===== src/rtl/fir_fp_pkg.sv =====
// Shared FIR floating-point definitions.
// Provides field widths and bias constants for the FP29i accumulator format
// and the IEEE half-precision output format, plus the FP29i word typedef.
package fir_fp_pkg;

  // FP29i: sign / 7-bit exponent / 22-bit explicit mantissa.
  localparam int FP29I_S_W  = 1;
  localparam int FP29I_E_W  = 7;
  localparam int FP29I_M_W  = 22;
  localparam int FP29I_W    = FP29I_S_W + FP29I_E_W + FP29I_M_W;

  // FP16: sign / 5-bit exponent / 10-bit fraction.
  localparam int FP16_S_W   = 1;
  localparam int FP16_E_W   = 5;
  localparam int FP16_F_W   = 10;
  localparam int FP16_W     = FP16_S_W + FP16_E_W + FP16_F_W;

  localparam int FP29I_BIAS   = 63;
  localparam int FP29I_MPOINT = 20;
  localparam int FP16_BIAS    = 15;

  localparam logic [FP16_W-1:0] FP16_PINF = 16'h7C00;

  // Biased FP16 exponent = e + p - BE_OFFSET, where p is the leading-one
  // position of the mantissa (value = m/2^20 * 2^(e-63)).
  localparam int BE_OFFSET = FP29I_BIAS + FP29I_MPOINT - FP16_BIAS;

  typedef struct packed {
    logic                 s;
    logic [FP29I_E_W-1:0] e;
    logic [FP29I_M_W-1:0] m;
  } fp29i_t;

endpackage


===== src/rtl/fir_out_fp16_pack_if.sv =====
// Bus between the FIR controller/ALU and the FP16 output packer.
//   master : drives in_valid, in_data, flag_clr; observes results
//   slave  : the packer; drives dout, valid, ovf, unf, busy
interface fir_out_fp16_pack_if;
  import fir_fp_pkg::*;

  logic               in_valid;
  logic [FP29I_W-1:0] in_data;
  logic               flag_clr;
  logic [FP16_W-1:0]  dout;
  logic               valid;
  logic               ovf;
  logic               unf;
  logic               busy;

  modport master (
    output in_valid, in_data, flag_clr,
    input  dout, valid, ovf, unf, busy
  );

  modport slave (
    input  in_valid, in_data, flag_clr,
    output dout, valid, ovf, unf, busy
  );

endinterface


===== src/rtl/fp29i_lzd.sv =====
// Combinational leading-one detector for the 22-bit FP29i mantissa.
//   m    : mantissa
//   p    : index of the most significant set bit (0 when m == 0)
//   zero : m == 0
module fp29i_lzd
  import fir_fp_pkg::*;
(
  input  logic [FP29I_M_W-1:0] m,
  output logic [4:0]           p,
  output logic                 zero
);

  // NOTE: every always_comb output gets a default before any conditional
  // assignment, so no latch can be inferred.
  always_comb begin
    p = '0;
    // Ascending scan: the highest set bit is the last one to write p.
    for (int i = 0; i < FP29I_M_W; i++) begin
      if (m[i]) p = 5'(i);
    end
  end

  assign zero = ~|m;

endmodule


===== src/rtl/fir_out_fp16_pack.sv =====
// FIR output packer: FP29i accumulator result -> IEEE FP16.
// Three registered stages: leading-one detect, round-to-nearest-even,
// saturate/flush and pack. Fixed latency, one result per cycle, no stall.
//   clk, rst_n : clock, asynchronous active-low reset
//   bus.slave  : in_valid/in_data/flag_clr in; dout/valid/ovf/unf/busy out
module fir_out_fp16_pack
  import fir_fp_pkg::*;
#(
  parameter int PIPE_STAGES = 3
) (
  input  logic                clk,
  input  logic                rst_n,
  fir_out_fp16_pack_if.slave  bus
);

  fp29i_t in_w;
  assign in_w = fp29i_t'(bus.in_data);

  // ---------------- Stage 1: leading-one detect ----------------
  logic [4:0]        p_c;
  logic              zero_c;
  logic signed [8:0] be_c;

  fp29i_lzd u_lzd (
    .m    (in_w.m),
    .p    (p_c),
    .zero (zero_c)
  );

  assign be_c = 9'(in_w.e) + 9'(p_c) - 9'(BE_OFFSET);

  logic [PIPE_STAGES-1:0] stg_v;
  logic                   s1_s, s1_zero;
  logic [FP29I_M_W-1:0]   s1_m;
  logic [4:0]             s1_p;
  logic signed [8:0]      s1_be;

  // ---------------- Stage 2: normalize and round ----------------
  // Shifting the leading one up to bit 21 lines frac/guard/sticky up at
  // fixed positions; for p <= 10 the low bits fill with zeros, which gives
  // the exact left-aligned fraction with guard = sticky = 0.
  logic [4:0]        sh_c;
  logic [20:0]       mn_c;
  logic [9:0]        frac_raw_c;
  logic              guard_c, sticky_c, round_up_c;
  logic [10:0]       frac_sum_c;
  logic signed [8:0] be_r_c;

  assign sh_c       = 5'(FP29I_M_W - 1) - s1_p;
  assign mn_c       = 21'(s1_m << sh_c);
  assign frac_raw_c = mn_c[20:11];
  assign guard_c    = mn_c[10];
  assign sticky_c   = |mn_c[9:0];
  assign round_up_c = guard_c & (sticky_c | frac_raw_c[0]);
  assign frac_sum_c = {1'b0, frac_raw_c} + {10'b0, round_up_c};
  // On a carry-out the low 10 bits have already wrapped to zero.
  assign be_r_c     = s1_be + $signed({8'b0, frac_sum_c[10]});

  logic              s2_s, s2_zero;
  logic [9:0]        s2_frac;
  logic signed [8:0] s2_be;

  // ---------------- Stage 3: saturate, flush, pack ----------------
  logic [FP16_W-1:0] pack_c;
  logic              ovf_evt_c, unf_evt_c;

  always_comb begin
    pack_c    = {s2_s, s2_be[4:0], s2_frac};
    ovf_evt_c = 1'b0;
    unf_evt_c = 1'b0;
    if (s2_zero) begin
      pack_c = {s2_s, 15'h0};
    end else if (s2_be >= 9'sd31) begin
      pack_c    = {s2_s, FP16_PINF[14:0]};
      ovf_evt_c = 1'b1;
    end else if (s2_be <= 9'sd0) begin
      // Subnormal range is flushed to signed zero.
      pack_c    = {s2_s, 15'h0};
      unf_evt_c = 1'b1;
    end
  end

  logic [FP16_W-1:0] dout_q;
  logic              ovf_q, unf_q;

  // NOTE: all sequential state uses non-blocking assignments so every
  // stage samples the previous stage's pre-edge value.
  always_ff @(posedge clk or negedge rst_n) begin
    if (!rst_n) begin
      stg_v   <= '0;
      s1_s    <= 1'b0;
      s1_zero <= 1'b0;
      s1_m    <= '0;
      s1_p    <= '0;
      s1_be   <= '0;
      s2_s    <= 1'b0;
      s2_zero <= 1'b0;
      s2_frac <= '0;
      s2_be   <= '0;
      dout_q  <= '0;
      ovf_q   <= 1'b0;
      unf_q   <= 1'b0;
    end else begin
      stg_v <= {stg_v[PIPE_STAGES-2:0], bus.in_valid};
      // Data registers load only with their valid bit, so idle (possibly X)
      // input never reaches dout.
      if (bus.in_valid) begin
        s1_s    <= in_w.s;
        s1_zero <= zero_c;
        s1_m    <= in_w.m;
        s1_p    <= p_c;
        s1_be   <= be_c;
      end
      if (stg_v[0]) begin
        s2_s    <= s1_s;
        s2_zero <= s1_zero;
        s2_frac <= frac_sum_c[9:0];
        s2_be   <= be_r_c;
      end
      if (stg_v[1]) dout_q <= pack_c;
      // A new event beats a simultaneous clear.
      ovf_q <= (stg_v[1] & ovf_evt_c) | (ovf_q & ~bus.flag_clr);
      unf_q <= (stg_v[1] & unf_evt_c) | (unf_q & ~bus.flag_clr);
    end
  end

  assign bus.dout  = dout_q;
  assign bus.valid = stg_v[PIPE_STAGES-1];
  assign bus.ovf   = ovf_q;
  assign bus.unf   = unf_q;
  assign bus.busy  = |stg_v;

endmodule


===== src/flat_wrapper.sv =====
// flat-port wrapper written by rule: the top's interface ports become plain ports
module fir_out_fp16_pack_flat import fir_fp_pkg::*;
#(
  parameter int PIPE_STAGES = 3
)
  (clk, rst_n, bus_in_valid, bus_in_data, bus_flag_clr, bus_dout, bus_valid, bus_ovf, bus_unf, bus_busy);
  fir_out_fp16_pack_if bus_i ();
  input  logic clk;
  input  logic rst_n;
  input wire logic [$bits(bus_i.in_valid)-1:0] bus_in_valid;
  input wire logic [$bits(bus_i.in_data)-1:0] bus_in_data;
  input wire logic [$bits(bus_i.flag_clr)-1:0] bus_flag_clr;
  output wire logic [$bits(bus_i.dout)-1:0] bus_dout;
  output wire logic [$bits(bus_i.valid)-1:0] bus_valid;
  output wire logic [$bits(bus_i.ovf)-1:0] bus_ovf;
  output wire logic [$bits(bus_i.unf)-1:0] bus_unf;
  output wire logic [$bits(bus_i.busy)-1:0] bus_busy;
  assign bus_i.in_valid = bus_in_valid;
  assign bus_i.in_data = bus_in_data;
  assign bus_i.flag_clr = bus_flag_clr;
  assign bus_dout = bus_i.dout;
  assign bus_valid = bus_i.valid;
  assign bus_ovf = bus_i.ovf;
  assign bus_unf = bus_i.unf;
  assign bus_busy = bus_i.busy;
  fir_out_fp16_pack #(.PIPE_STAGES(PIPE_STAGES)) u_core (.clk(clk), .rst_n(rst_n), .bus(bus_i));
endmodule

===== config.mk =====
export PLATFORM = sky130hd
export DESIGN_NAME = fir_out_fp16_pack_flat
export DESIGN_NICKNAME = d
export VERILOG_FILES = /design/src/rtl/fir_fp_pkg.sv /design/src/rtl/fir_out_fp16_pack_if.sv /design/src/rtl/fp29i_lzd.sv /design/src/rtl/fir_out_fp16_pack.sv /design/src/flat_wrapper.sv
export SDC_FILE = /design/constraint.sdc
export NUM_CORES = 1
export LEC_CHECK = 0
export ABC_AREA = 1
export CAP_MARGIN = 25
export CORE_MARGIN = 5
export CORE_UTILIZATION = 49
export CTS_CLUSTER_SIZE = 20
export DETAILED_ROUTE_END_ITERATION = 16
export PLACE_DENSITY = 0.71
export SYNTH_ARGS = -nofsm -noshare
export SYNTH_HDL_FRONTEND = slang
export SYNTH_SLANG_ARGS = --single-unit

===== constraint.sdc =====
create_clock -name clk -period 7.55 [get_ports clk]
set_clock_uncertainty 0.2 [all_clocks]
set_input_delay 0.755 -clock clk [delete_from_list [all_inputs] [get_ports clk]]
set_output_delay 0.755 -clock clk [all_outputs]
set_load 0.02 [all_outputs]

==> impl_metrics.json, run 1 <==
{
  "maxCapViolations": 0,
  "cts_made_buffers": 9,
  "hold_path.class": "input port to async pin",
  "std_cell_rows": 36,
  "holdBufCountCts": 0,
  "ios": 54,
  "rsz0062_at_grt": "no",
  "end_kind": "flop",
  "crit_path_top_delay_cell": "ha_1",
  "grt_max_degree": 80,
  "path_clk_slew_ns": 0.09,
  "ys_seq_elements": 79,
  "final_cell_area_um2": 5540,
  "drc_errors": 0,
  "antenna_cells": 0,
  "vias": 4190,
  "multi_input_area_um2": 2310,
  "wl_mm": 10.6,
  "clkLatencyLatePin_ns": 0.36,
  "crit_path_max_incr_delay_ns": 0.88,
  "crit_arrival_ns": 5.10,
  "dpl_cell_area_um2": 5330,
  "synth.top_cells.by_area": "dfrtp_1 (42%), nand2_1 (15%), o21ai_0 (7.7%)",
  "tightestPinTransition_ns": 0.803,
  "dp_slack_ns": 2.62,
  "place_congestion": 0.875,
  "cts_setup_buffers": 0,
  "fin_ws_ns": 2.52,
  "period_needed_ns": 5.03,
  "synth_area_per_cell_um2": 7.43,
  "die_x_um": 109,
  "synthTopCellsByCount": "nand2_1 (191), inv_1 (87), dfrtp_1 (79)",
  "cts_resized": 0,
  "required_ns": 7.62,
  "htree_levels": 3,
  "stdcell_count": 819,
  "yosysTopAreaCellShare_pct": 41.5,
  "cts.sinks": 79,
  "overflow": 0,
  "synth_edf_count": 0,
  "drive_above_1_share_pct": 6.41,
  "nNetsFinal": 726,
  "ys_seq_area_share_pct": 41.5,
  "ant_nets": 0,
  "wl_per_cell_um": 12.9,
  "grt_usage_pct": 19.6,
  "syn-instance-count": 640,
  "critPathLaunchType": "flop",
  "p_leak_nw": 2.65,
  "slew_headroom_pct": 46.3,
  "clock.fmax_ghz": 0.199,
  "vdd_drop_max_uv": 80.4,
  "p_per_area_nw_per_um2": 218,
  "synth_cell_types": 41,
  "dp_hpwl_mm": 8.13,
  "core_area_um2": 9640,
  "port_buffers": 53,
  "drv_slew": 0,
  "r2r_slack_ns": 2.52,
  "hold_viol": 0,
  "grt_pass1_wl_mm": 18.6,
  "antenna_found_initial": 0,
  "fin_crit_sh_pct": 66.6,
  "r2r_cells": 22,
  "path_cells": "ha_1, inv_1, or2_1, nand2_1, nand3_1, nor2_4, ha_1, nand2_1, nor2_2, nand3_1, nor2_1, ha_1, ha_1, nand2_1, nor2_1, inv_1, nor2_1, inv_1, nor3_1, nand2_1, xor2_1, o21ai_0",
  "finalSetupTns_ns": 0,
  "status": "completed",
  "cp_max_fo": 25,
  "synth_most_common_cell": "nand2_1",
  "dr.pass1.iters": 5,
  "clockBufferDepth": 2,
  "root_buffer": "clkbuf_8",
  "synth_ff_type": "dfrtp_1",
  "syn_area_um2": 4760,
  "timing.rr.start": "u_core.s1_p[1]",
  "place_inst": 802,
  "fill_cells": 970,
  "cts_tree": "done",
  "setup_viol": 0,
  "synthArstFlopShare_pct": 100,
  "yosysWarnings": 0,
  "grt_pass1_vias": 4098,
  "syn-num-nets": 685,
  "final-seq-area_um2": 1980,
  "start_util_pct": 49.4,
  "yosysTopAreaCell": "dfrtp_1",
  "r2r_end": "u_core.s2_be[8]",
  "dieArea_um2": 11800,
  "vias_per_cell": 5.12,
  "drt_iter0_drc": 214,
  "path_class": "flop to flop",
  "area.growth.synth_to_final_pct": 16.5,
  "die_y_um": 109,
  "holdWs_ns": 0.144
}
how the worst max path moves through the flow:
| stage | slack [ns] | startpoint | end | cells after the start |
|---|---|---|---|---|
| 4_1_cts | 2.58 | u_core.s1_p[1] | u_core.s2_be[8] | 22 |
| 3_5_place_dp | 2.62 | u_core.s1_p[1] | u_core.s2_be[8] | 22 |
| 6_report | 2.52 | u_core.s1_p[1] | u_core.s2_be[8] | 22 |
| 3_3_place_gp | 2.77 | u_core.s1_p[1] | u_core.s2_be[8] | 22 |
| 2_1_floorplan | 3.85 | u_core.s1_p[1] | u_core.s2_be[8] | 24 |
| 5_1_grt | 1.93 | u_core.s1_p[1] | u_core.s2_be[8] | 23 |
routing by layer:
layer  global-route usage (%)  share of wire (%)
met5                        0                  0
met4                     5.95                1.7
met3                     4.06                4.4
met2                     33.5                 48
met1                     25.0                 46
layout by cell type (no fill, tap or decap), types with 4 or more instances in the layout:
cell type,netlist,layout
ha_1,10,10
o22ai_1,4,4
nor4_1,6,6
o21ai_2,8,8
or2_2,4,4
o21ai_1,18,18
mux2i_1,8,8
o21ai_0,73,73
o211ai_1,13,13
nand2_1,191,191
clkbuf_8,0,11
clkdlybuf4s50_1,0,52
inv_1,87,87
nand3_1,28,28
a31oi_1,4,4
nor3_1,5,5
nor2_1,27,27
dfrtp_1,79,79
xor2_1,10,10
a21oi_1,10,10
critical path: cells and delay by family (launching register included):
family / cells / cell delay, ns
AO/OA/AOI/OAI: 1 / 0.14
XOR/XNOR: 1 / 0.14
adder cells (fa/ha/maj): 4 / 1.47
buffers and inverters: 3 / 0.51
flip-flops: 1 / 0.63
AND/OR/NAND/NOR: 13 / 1.84
layout make-up:
type | instances | area share, %
sequential | 79 | 35.7
inverter | 89 | 6.03
multi-input combinational | 446 | 41.7
clock buffer | 12 | 2.80
timing repair buffer | 56 | 10.3
clock inverter | 4 | 0.519
tap | 133 | 3.00
per-stage QoR:
step | utilization, % | total power, mW
finish | 57.5 | 1.21
global route | 57.5 | 1.30
CTS | 57.2 | 1.22
detailed placement | 55.3 | 0.923
global placement | 55.3 | 0.915
floorplan | - | 0.793
state kept, by name, indices dropped and copies added (netlist names):
signal           cells
u_core.bus.dout     16
u_core.s1_zero       1
u_core.s1_p          5
u_core.s2_frac      10
u_core.s1_s          1
u_core.s2_be         9
u_core.s1_be         9
u_core.s1_m         21
u_core.stg_v         3
u_core.bus.ovf       1
u_core.s2_zero       1
u_core.s2_s          1
u_core.bus.unf       1
cells by family after synthesis:
kind of cell	count (synthesis)	share of synthesized area, %
AOI/OAI and AO/OA	139	16.9
xor gates and xnor gates	14	2.73
adders and majority gates	11	3.05
buffers and inverters	115	9.86
DFF	79	41.5
muxes	8	1.68
and+or+nand+nor	274	24.2
power breakdown:
| part | internal (mW) | switching (mW) |
|---|---|---|
| Combinational | 0.151 | 0.235 |
| Sequential | 0.489 | 0.0396 |
| Clock | 0.138 | 0.155 |
Power figures use the tool's default switching activity.
==> run 2, diff against run 1 <==
PLACE_DENSITY = 0.74   (was 0.71)
clock period = 4.39 ns   (was 7.55 ns; I/O delays follow)
==> run 2 against run 1 <==
Effect of this change:
- fmax increased by 26%
- via count shrank 0.50%
- die area stayed put
- critical path depth unchanged
- cell count is 1.5% higher
- critical endpoint unchanged
- worst setup slack got worse by 2.1 ns
- design area is 2.0% higher
- flip-flop and latch count did not move
- global-route usage shrank 0.72 points
- power is 74% higher
- clock-buffer cell count down 1
- highest routed layer unchanged
- largest cell class unchanged
- sequential power rose by 71%
==> impl_metrics.json, run 2 (synthesized netlist as in run 1, its figures left out) <==
{
  "power.switching_mw": 0.744,
  "cp_max_fo": 12,
  "p_int_mw": 1.36,
  "ios": 54,
  "largest_reg_flops": 21,
  "maxCapViolations": 0,
  "p_leak_nw": 2.71,
  "htree_levels": 3,
  "place_congestion": 0.882,
  "die_x_um": 109,
  "p_per_area_nw_per_um2": 372,
  "clkLatencyLatePin_ns": 0.35,
  "layout_commonest_cell": "nand2_1",
  "dpl_cell_area_um2": 5390,
  "dieArea_um2": 11800,
  "status": "completed",
  "crit_path_max_incr_delay_ns": 0.43,
  "fin_crit_sh_pct": 91.3,
  "path_clk_slew_ns": 0.09,
  "path_class": "flop to flop",
  "core_area_um2": 9640,
  "die_y_um": 109,
  "period_needed_ns": 4.01,
  "std_cell_rows": 36,
  "cts_made_buffers": 9,
  "drive_above_1_share_pct": 8.31,
  "hold_viol": 0,
  "final_cell_area_um2": 5660,
  "vdd_drop_max_uv": 194,
  "root_buffer": "clkbuf_8",
  "vias": 4169,
  "seq_power_share_pct": 43.1,
  "setup_viol": 0,
  "nNetsFinal": 738,
  "place_inst": 810,
  "path_cells": "ha_1, clkinvlp_4, or2_1, nand2_1, nand3_1, nor2_4, ha_1, nand2_1, nor2_2, nand3_1, nor2_2, ha_1, ha_1, nand2_1, nor2_1, inv_1, nor2_1, inv_1, nor3_1, nand2_1, xor2_1, o21ai_0",
  "crit_arrival_ns": 4.03,
  "drv_slew": 0,
  "required_ns": 4.41,
  "start_util_pct": 49.4,
  "area.growth.synth_to_final_pct": 18.9,
  "hold_path.class": "flop to flop",
  "drt_iter0_drc": 174,
  "crit_path_top_delay_cell": "dfrtp_1",
  "clockBufferDepth": 2,
  "finalSetupTns_ns": 0,
  "ant_nets": 0,
  "mostFrequentLayoutCells": "nand2_1 (191), inv_1 (86), dfrtp_1 (79)",
  "antenna_found_initial": 0,
  "dp_hpwl_mm": 7.93,
  "vias_per_cell": 5.02,
  "rsz0062_at_grt": "no",
  "sw_frac_of_total_pct": 35.4,
  "antenna_cells": 0,
  "grt_pass1_vias": 4008,
  "dr.pass1.iters": 4,
  "critPathLaunchType": "flop",
  "end_kind": "flop",
  "stdcell_count": 831,
  "drc_errors": 0,
  "cts_tree": "done",
  "port_buffers": 53,
  "slew_headroom_pct": 54.1,
  "combinationalPowerShare_pct": 32.4,
  "wl_per_cell_um": 12.4,
  "tightestPinTransition_ns": 0.688,
  "regMostFlops": "u_core.s1_m",
  "fin_util_pct": 58.7,
  "wl_mm": 10.3,
  "r2r_cells": 22,
  "grt_max_degree": 80,
  "overflow": 0,
  "cts.sinks": 79,
  "holdPathStages": 0,
  "grt_usage_pct": 18.9,
  "grt_pass1_wl_mm": 18.0,
  "p_clk_share_pct": 24.5,
  "clock.fmax_ghz": 0.250
}
==> run 2: final cells by class <==
| cell class | instances | area, um^2 |
|---|---|---|
| fillers | 930 | 3980 |
| multi-input cells | 446 | 2310 |
| flip-flops and latches | 79 | 1980 |
| repair buffers | 68 | 667 |
| inverters | 89 | 338 |
| well taps | 133 | 166 |
| clock buffers | 11 | 151 |
| clock inverters | 5 | 41.3 |
==> run 2: per-layer routing <==
layer	vias to the layer above	GRT usage (%)	routed length (um)
li1	2173	-	-
met1	1891	24.6	4960
met2	88	31.3	4760
met3	17	3.70	380
met4	0	6.67	181
met5	-	0	0
==> run 2: path summary, 6_finish.rpt <==
path / startpoint / endpoint / slack, ns
hold reg to reg: u_core.stg_v[1] / u_core.stg_v[2] / 0.21
hold / removal: u_core.stg_v[1] / u_core.stg_v[2] / 0.21
setup / recovery: u_core.s1_p[1] / u_core.s2_be[8] / 0.38
setup reg to reg: u_core.s1_p[1] / u_core.s2_be[8] / 0.38
min in group asynchronous: rst_n / u_core.s1_m[3] / 0.35
max in group asynchronous: rst_n / u_core.s1_p[2] / 3.08
==> run 2: timing repair <==
action,in CTS,in global routing
buffers inserted,0,3
gates resized for setup,0,3
hold endpoints to repair,0,25
hold buffers,0,1
setup endpoints to repair,0,1
==> run 2: power groups by stage <==
stage                     registers (mW)  clock network [mW]  logic, mW
after floorplan                    0.951                   0      0.414
after global placement             0.915                   0      0.658
after detailed placement           0.921                   0      0.671
after CTS                          0.907               0.528      0.674
after global routing               0.923               0.556      0.772
final                              0.906               0.515      0.682
==> run 2: worst max-delay path, delay by kind of cell (launching register included) <==
kind            cells  cell delay, ns
xor+xnor            1            0.15
buf+inv             3            0.34
flops               1            0.43
compound gates      1            0.09
fa+ha+maj           4            0.95
simple gates       13            1.71
==> run 2: per-stage QoR <==
step	worst slack [ns]	hold WS, ns	power [mW]
detailed placement	0.194	0.195	1.59
global placement	0.296	0.190	1.57
CTS	0.375	0.0680	2.11
global route	0.0438	0.239	2.25
floorplan	0.686	-0.0566	1.36
finish	0.383	0.212	2.10
==> run 3, diff against run 2 <==
CORE_UTILIZATION = 45   (was 49)
CTS_CLUSTER_SIZE = 8   (was 20)
PLACE_DENSITY = 0.69   (was 0.74)
==> run 3 against run 2 <==
Effect of this change:
- largest power group unchanged
- critical endpoint unchanged
- largest cell class unchanged
- non-clock buffer count is 1 lower
- register-to-register slack improved by 0.10 ns
- fmax is 2.6% higher
- cell count grew 0.24%
- critical path type unchanged
==> impl_metrics.json, run 3 (synthesized netlist as in run 1, its figures left out) <==
{
  "status": "completed",
  "cts_made_buffers": 9,
  "grt_max_degree": 80,
  "critPathLaunchType": "flop",
  "overflow": 0,
  "rsz0062_at_grt": "no",
  "seq_power_share_pct": 41.0,
  "r2r_end": "u_core.s2_be[8]",
  "dieArea_um2": 12700,
  "place_congestion": 0.866,
  "ios": 54,
  "drc_errors": 0,
  "hp-start": "bus_in_data[3]",
  "clockBufferDepth": 2,
  "fin_crit_sh_pct": 89.0,
  "hold_path.class": "input port to flop",
  "core_area_um2": 10300,
  "end_kind": "flop",
  "fin_util_pct": 55.2,
  "grt_pass1_vias": 4171,
  "route.met2.wl_mm": 5.20,
  "path_clk_slew_ns": 0.09,
  "htree_levels": 3,
  "crit_path_top_delay_cell": "dfrtp_1",
  "cts.sinks": 79,
  "crit_path_max_incr_delay_ns": 0.41,
  "die_x_um": 113,
  "sw_frac_of_total_pct": 34.2,
  "vias": 4124,
  "combinationalPowerShare_pct": 30.5,
  "maxCapViolations": 0,
  "path_class": "flop to flop",
  "drt_iter0_drc": 228,
  "dp_hpwl_mm": 8.22,
  "antenna_cells": 0,
  "start_util_pct": 46.1,
  "path_cells": "ha_1, buf_6, nand3_1, a21oi_1, nand2_1, nor2_4, ha_1, nand2_1, nor2_2, nand3_1, nor2_1, ha_1, ha_1, nand2_1, nor2_1, inv_1, nor2_1, inv_1, nor3_1, nand2_1, xor2_1, o21ai_0",
  "finalSetupTns_ns": 0,
  "root_buffer": "clkbuf_8",
  "multi_input_area_um2": 2310,
  "mostFrequentLayoutCells": "nand2_1 (191), inv_1 (87), dfrtp_1 (78)",
  "min_to": "u_core.s1_m[3]",
  "port_buffers": 53,
  "cp_max_fo": 24,
  "wl_met1_mm": 4.84,
  "p_clk_share_pct": 28.5,
  "crit_arrival_ns": 3.98,
  "timing.rr.start": "u_core.s1_p[1]",
  "holdWs_ns": 0.201,
  "ant_nets": 0,
  "cts_tree": "done",
  "p_leak_nw": 2.75,
  "tightestPinTransition_ns": 0.682,
  "r2r_slack_ns": 0.48,
  "critPathBufInv": 3,
  "critPathTopFamily": "simple AND/OR/NAND/NOR gates",
  "vdd_drop_max_uv": 188,
  "largest_reg_flops": 21,
  "vias_per_cell": 4.95,
  "required_ns": 4.46,
  "drv_slew": 0,
  "holdPathStages": 3,
  "die_y_um": 113,
  "layout_commonest_cell": "nand2_1",
  "period_needed_ns": 3.91,
  "r2r_cells": 22,
  "antenna_found_initial": 0,
  "p_per_area_nw_per_um2": 390,
  "final-seq-area_um2": 1980,
  "clock.fmax_ghz": 0.256,
  "dr.pass1.iters": 7,
  "grt_pass1_wl_mm": 18.8,
  "setup_viol": 0,
  "area.growth.synth_to_final_pct": 19.8,
  "fill_cells": 989,
  "hold_viol": 0,
  "nNetsFinal": 737,
  "highest_layer": "met4",
  "grt_usage_pct": 17.6,
  "slew_headroom_pct": 54.6,
  "drive_above_1_share_pct": 8.03,
  "met3_length_um": 365,
  "std_cell_rows": 37,
  "wl_mm": 10.6,
  "power.switching_mw": 0.760,
  "dpl_cell_area_um2": 5410,
  "path_depth": 22,
  "regMostFlops": "u_core.s1_m",
  "final_cell_area_um2": 5700,
  "clkLatencyLatePin_ns": 0.35,
  "p_int_mw": 1.46,
  "wl_per_cell_um": 12.7
}
## run 3: cell count changes in the layout (fill, tap and decap cells not counted), sizes merged, moves of 2 or more
cell,delta
bufinv,+2
clkdlybuf4s50,-2
clkinv,-2
clkinvlp,-2
dlymetal6s2s,+2
inv,+3
## run 3: layer usage
metal	global-route usage [%]	vias up
li1	-	2177
met1	22.7	1865
met2	30.2	66
met3	2.73	16
met4	6.09	0
met5	0	-
## run 3: worst min-delay path, delay by kind of cell
kind                   cells  cell delay, ns
and+or+nand+nor            1            0.07
AOI/OAI and AO/OA          1            0.07
buffers and inverters      1            0.14
## run 3: timing repair
action,in CTS,in global routing
hold buffers,0,1
resized for setup,0,6
hold endpoints to repair,0,29
buffers inserted,0,0
endpoints found under the setup margin,0,4
## run 3: power by group through the flow
stage / Combinational, mW / Clock [mW] / Sequential, mW
floorplan: 0.414 / 0 / 0.951
global placement: 0.665 / 0 / 0.918
detailed placement: 0.675 / 0 / 0.924
CTS: 0.678 / 0.646 / 0.910
global route: 0.768 / 0.673 / 0.928
finish: 0.678 / 0.634 / 0.909
## run 3: worst max path at each step
stage	to	start	slack (ns)
final	u_core.s2_be[8]	u_core.s1_p[1]	0.48
after global routing	u_core.s1_be[8]	bus_in_data[1]	0.01
after CTS	u_core.s2_be[8]	u_core.s1_p[0]	0.39
after detailed placement	u_core.s1_be[8]	bus_in_data[2]	0.16
after global placement	u_core.s1_be[8]	bus_in_data[2]	0.23
after floorplan	u_core.s2_be[8]	u_core.s1_p[1]	0.69
## run 3: cell type report
cell class,count,area share (%)
flip-flops and latches,79,34.7
multi-input cells,446,40.6
well taps,136,2.99
clock inverters,6,1.73
clock buffers,10,2.41
repair buffers,67,11.7
inverters,89,5.86
## run 3: through the flow
stage	cells	setup slack (ns)	total power, mW
after floorplan	640	0.686	1.36
after global placement	815	0.225	1.58
after detailed placement	815	0.160	1.60
after CTS	831	0.388	2.23
after global routing	833	0.0148	2.37
final	833	0.484	2.22
